===== config.mk =====
export PLATFORM = sky130hd
export DESIGN_NAME = lfsr_health_mon
export DESIGN_NICKNAME = d
export VERILOG_FILES = /design/src/rtl/lfsr_health_mon.sv
export SDC_FILE = /design/constraint.sdc
export NUM_CORES = 1
export LEC_CHECK = 0
export CAP_MARGIN = 20
export CORE_MARGIN = 2
export CORE_UTILIZATION = 50
export CTS_BUF_LIST = sky130_fd_sc_hd__clkbuf_4
export CTS_CLUSTER_DIAMETER = 100
export DETAILED_ROUTE_END_ITERATION = 12
export GPL_TIMING_DRIVEN = 0
export PLACE_DENSITY = 0.73
export REMOVE_ABC_BUFFERS = 1
export SYNTH_ARGS = -nofsm -noshare
export SYNTH_HDL_FRONTEND = slang
export SYNTH_SLANG_ARGS = --single-unit

===== constraint.sdc =====
create_clock -name clk -period 8.8 [get_ports clk]
set_input_delay 0.88 -clock clk [delete_from_list [all_inputs] [get_ports clk]]
set_output_delay 0.88 -clock clk [all_outputs]
set_load 0.05 [all_outputs]

===== src/rtl/lfsr_health_mon.sv =====
// Statistical health monitor for a 128-bit LFSR stream: counts ones over a window
// of 2^WIN_LOG2 accepted words and flags all-zero, repeated and biased output.
module lfsr_health_mon #(
    parameter int WIN_LOG2 = 8,
    parameter int TOL      = 512
) (
    input  logic                  clk,
    input  logic                  reset,
    input  logic                  start,
    input  logic                  enable,
    input  logic                  load_seed,
    input  logic [127:0]          lfsr_out,
    output logic                  busy,
    output logic                  done,
    output logic                  pass,
    output logic [WIN_LOG2+7:0]   ones_sum,
    output logic [WIN_LOG2:0]     word_cnt,
    output logic                  alarm_zero,
    output logic                  alarm_stuck,
    output logic                  alarm_bias
);

    localparam int SW = WIN_LOG2 + 8;
    localparam int CW = WIN_LOG2 + 1;
    localparam logic [SW-1:0] EXPECTED = SW'(64 << WIN_LOG2);
    localparam logic [CW-1:0] LAST_CNT = CW'((1 << WIN_LOG2) - 1);
    localparam logic [31:0]   TOL_U    = 32'(TOL);

    typedef enum logic [1:0] {
        IDLE  = 2'd0,
        RUN   = 2'd1,
        CHECK = 2'd2,
        DONE  = 2'd3
    } state_t;

    state_t         state_q;
    logic           busy_q;
    logic           done_q;
    logic           pass_q;
    logic [SW-1:0]  ones_sum_q;
    logic [CW-1:0]  word_cnt_q;
    logic           alarm_zero_q;
    logic           alarm_stuck_q;
    logic           alarm_bias_q;
    logic [127:0]   prev_word_q;
    logic           prev_valid_q;

    logic [SW-1:0]  ones_sum_d;
    logic [CW-1:0]  word_cnt_d;
    logic [SW-1:0]  diff;
    logic [31:0]    diff_wide;
    logic           bias;
    logic           is_zero;
    logic           is_stuck;

    assign ones_sum_d = ones_sum_q + SW'($countones(lfsr_out));
    assign word_cnt_d = word_cnt_q + CW'(1);
    assign is_zero    = (lfsr_out == 128'd0);
    assign is_stuck   = prev_valid_q && (lfsr_out == prev_word_q);

    // Subtract the smaller from the larger so the distance never wraps.
    assign diff      = (ones_sum_q >= EXPECTED) ? (ones_sum_q - EXPECTED) : (EXPECTED - ones_sum_q);
    assign diff_wide = 32'(diff);
    assign bias      = (diff_wide > TOL_U);

    always_ff @(posedge clk or negedge reset) begin
        if (!reset) begin
            state_q       <= IDLE;
            busy_q        <= 1'b0;
            done_q        <= 1'b0;
            pass_q        <= 1'b0;
            ones_sum_q    <= '0;
            word_cnt_q    <= '0;
            alarm_zero_q  <= 1'b0;
            alarm_stuck_q <= 1'b0;
            alarm_bias_q  <= 1'b0;
            prev_word_q   <= '0;
            prev_valid_q  <= 1'b0;
        end else begin
            done_q <= 1'b0;
            unique case (state_q)
                IDLE, DONE: begin
                    if (start) begin
                        state_q       <= RUN;
                        busy_q        <= 1'b1;
                        pass_q        <= 1'b0;
                        ones_sum_q    <= '0;
                        word_cnt_q    <= '0;
                        alarm_zero_q  <= 1'b0;
                        alarm_stuck_q <= 1'b0;
                        alarm_bias_q  <= 1'b0;
                        prev_valid_q  <= 1'b0;
                    end
                end
                RUN: begin
                    // A reseed mid-window invalidates the statistics, so abort
                    // but leave the partial counts visible for debug.
                    if (load_seed) begin
                        state_q <= IDLE;
                        busy_q  <= 1'b0;
                        pass_q  <= 1'b0;
                    end else if (enable) begin
                        ones_sum_q   <= ones_sum_d;
                        word_cnt_q   <= word_cnt_d;
                        prev_word_q  <= lfsr_out;
                        prev_valid_q <= 1'b1;
                        if (is_zero)
                            alarm_zero_q <= 1'b1;
                        if (is_stuck)
                            alarm_stuck_q <= 1'b1;
                        if (word_cnt_q == LAST_CNT)
                            state_q <= CHECK;
                    end
                end
                CHECK: begin
                    state_q      <= DONE;
                    busy_q       <= 1'b0;
                    done_q       <= 1'b1;
                    alarm_bias_q <= bias;
                    pass_q       <= !(alarm_zero_q || alarm_stuck_q || bias);
                end
                default: begin
                    state_q <= IDLE;
                    busy_q  <= 1'b0;
                end
            endcase
        end
    end

    assign busy        = busy_q;
    assign done        = done_q;
    assign pass        = pass_q;
    assign ones_sum    = ones_sum_q;
    assign word_cnt    = word_cnt_q;
    assign alarm_zero  = alarm_zero_q;
    assign alarm_stuck = alarm_stuck_q;
    assign alarm_bias  = alarm_bias_q;

endmodule


==> metrics.md <==
| Metric | Value |
|---|---|
| Outcome | complete, no violations |
| Critical Path Slowest Stage Cell | clkdlybuf4s50_1 |
| Clock buffer depth | 2 |
| Synth unique cells | 53 |
| First-pass iteration count of the detailed router | 7 |
| Core area | 0.0233 sq mm |
| Initial antenna violation count | 1 |
| GRT overflow | 0 |
| Area Growth Syn to Fin | 19.7% |
| Worst slew margin | 0.294 |
| Layout Skew | 25.7 ps |
| Worst path buffer plus inverter count | 4 |
| CP Launch Type | input port |
| Seq/Total Area, Yosys | 0.343 |
| Setup violators final | 0 |
| Layout cells sized above 1 | 0.0752 |
| Tmin final | 8480 ps |
| Total track usage | 0.297 |
| Worst-margin pin slew | 1050 ps |
| Count leader, synth | inv_1 |
| Worst hold path type | in -> async |
| Initial Util | 0.506 |
| Vias per cell | 5.58 |
| Worst-path maximum fanout | 4 |
| # nets final | 1620 |
| Synthesis Warnings | 0 |
| Critical path cell sequence | clkdlybuf4s50_1 > fa_1 > fa_1 > inv_1 > fa_1 > inv_1 > fa_1 > inv_1 > fa_1 > fa_1 > fa_1 > fa_1 > fa_1 > fa_1 > fa_1 > fa_1 > nor2b_1 > o21ai_1 > a21o_1 > a211oi_1 > o31ai_1 > or3_1 > o21ai_1 |
| Unrepaired setup endpoints after global routing | false |
| Top delay family on crit path | adder cells |
| Max Cap Viol | 0 |
| Mean Syn Cell Area | 10.2 sq um |
| Crit. End Element | flip-flop |
| Post-synth top cells | inv_1, dfrtp_1, fa_1 |
| Rows | 56 |
| Area contributors post-synth | dfrtp_1, fa_1, inv_1, ha_1, mux2_2 |
| Clk_lat worst skew | 610 ps |
| Residual DRC count | 0 |
| Fin cells | 1650 |
| Placed Cells | 1617 |
| Post-route design area | 0.0141 sq mm |
| Most common flop cell mapped by yosys | dfrtp_1 |
| Placed Instance Area | 0.0139 sq mm |
| Cells after synthesis | 1159 |
| Synthesized cell area | 0.0118 sq mm |
| DR vias | 9214 |
| 1st-iter DRT viols | 586 |
| Final core occ | 0.605 |
| Port-buffer cells | 163 |
| Synth top area share | 0.343 |
| Die Y | 158 microns |
| IO Pins | 164 |
| Hold WS | 255 ps |
| Kind of critical path | in -> reg |
| Largest net degree at the start of global routing | 98 |
| Total CTS buffers | 17 |
| Slew Viols, Final | 0 |
| Chip width | 158 microns |
| Async SR Flop Fraction | 1.00 |
| Cell mode on critical path | fa_1 |
| Vias in the first global route | 9259 |
| Antenna Nets Post-Route | 0 |
| Drt wl/cell | 21.4 microns |
| Max incr delay on CP | 730 ps |
| CP required | 9330 ps |
| Fmax | 0.118 GHz |
| Post-synth EDFFs | 0 |
| Yosys top cell by area | dfrtp_1 |
| Die ar. | 0.0249 sq mm |
| Reg clk slew, reported paths | 180 ps |
| Num Clock Sinks | 162 |
| Fill cells | 2010 |
| Fin. Hold Viols | 0 |
| DP HPWL | 28.9 mm |
| WP data arrival | 9010 ps |
| Period utilisation layout | 0.964 |
| Root Buffer | clkbuf_4 |
| CTS tree | yes |
| Post-Route WL | 35.4 mm |
| Global-route wire length before repair | 53.7 mm |
| RD Place Congestion | 0.946 |
| Synthesis-stage register bit count | 162 |
| H-tree levels | 4 |
| Setup bufs post-CTS | 0 |
-- timing repair --
item / 4_1_cts / 5_1_grt
resized for setup: 0 / 1
endpoints found under the setup margin: 0 / 3
endpoints found under the hold margin: 0 / 0
hold buffers: 0 / 0
-- cells by family after synthesis --
family / synth area share
xor gates and xnor gates: 0.0668
DFF: 0.343
buffers and inverters: 0.0715
and+or+nand+nor: 0.113
adders and majority gates: 0.255
AOI/OAI and AO/OA: 0.101
muxes: 0.0493
-- placed cells by master (no fill, tap or decap), types with 9 or more instances in the layout --
cell,count
o22ai_1,12
dfrtp_1,162
nand2_1,110
inv_2,9
o21ai_0,52
xnor2_1,46
nand2b_1,15
fa_1,118
nand4_1,25
ha_1,52
a21oi_1,15
mux2_2,49
nor4_1,51
clkbuf_4,17
clkdlybuf4s50_1,162
nor2b_1,9
o21ai_1,63
nor2_1,18
inv_1,187
nand3_1,12
xor2_1,44
-- layer usage --
| layer | vias to the layer above | part of all wire | GRT usage |
|---|---|---|---|
| met5 | - | 0 | 0 |
| met3 | 70 | 0.083 | 0.0731 |
| met2 | 392 | 0.47 | 0.474 |
| met1 | 4558 | 0.40 | 0.384 |
| met4 | 0 | 0.049 | 0.136 |
| li1 | 4194 | - | - |
-- layout make-up --
| cell class | count | area, sq um | share of cell area |
|---|---|---|---|
| antenna | 1 | 2.50 | 0.000177 |
| clock buffer | 17 | 128 | 0.00903 |
| clock inverter | 15 | 141 | 0.0100 |
| inverter | 196 | 736 | 0.0521 |
| multi-input combinational | 773 | 6920 | 0.490 |
| sequential | 162 | 4050 | 0.287 |
| tap | 319 | 399 | 0.0283 |
| timing repair buffer | 167 | 1750 | 0.124 |
-- through the flow --
step / setup TNS, ps / worst slack [ps]
5_1_grt: 0 / 95.2
2_1_floorplan: 0 / 848
6_report: 0 / 315
3_5_place_dp: -1410 / -312
4_1_cts: 0 / 297
3_3_place_gp: -12940 / -301
-- flip-flops by register name, indices dropped and copies added (netlist names) --
name	flops
word_cnt	9
done	1
busy	1
pass	1
state_q	2
prev_word_q	128
alarm_zero	1
ones_sum	16
alarm_stuck	1
prev_valid_q	1
alarm_bias	1
-- worst reg2reg max path: stages, from the launching register on --
cell and delay, ps:
dfrtp_1 500, inv_1 100, fa_1 560, fa_1 460
fa_1 490, fa_1 570, fa_1 450, fa_1 610
fa_1 480, fa_1 510, fa_1 430, fa_1 420
fa_1 420, nor2b_1 130, o21ai_1 90, a21o_1 210
a211oi_1 410, o31ai_1 150, or3_1 310, o21ai_1 70
-- worst paths after layout --
| kind | from | to | slack, ps | depth (start not counted) |
|---|---|---|---|---|
| max | lfsr_out[41] | ones_sum[12] | 320 | 23 |
| min in group clk | word_cnt[6] | word_cnt[6] | 500 | 1 |
| min | reset | prev_word_q[59] | 250 | 1 |
| max in group asynchronous | reset | prev_word_q[119] | 7670 | 2 |
| max reg2reg | ones_sum[0] | ones_sum[12] | 1390 | 19 |
| min reg2reg | word_cnt[6] | word_cnt[6] | 500 | 1 |
Power is left out: the tool's default activity adds up to more than one toggle a clock period on the data nets, which glitch-free logic cannot reach.
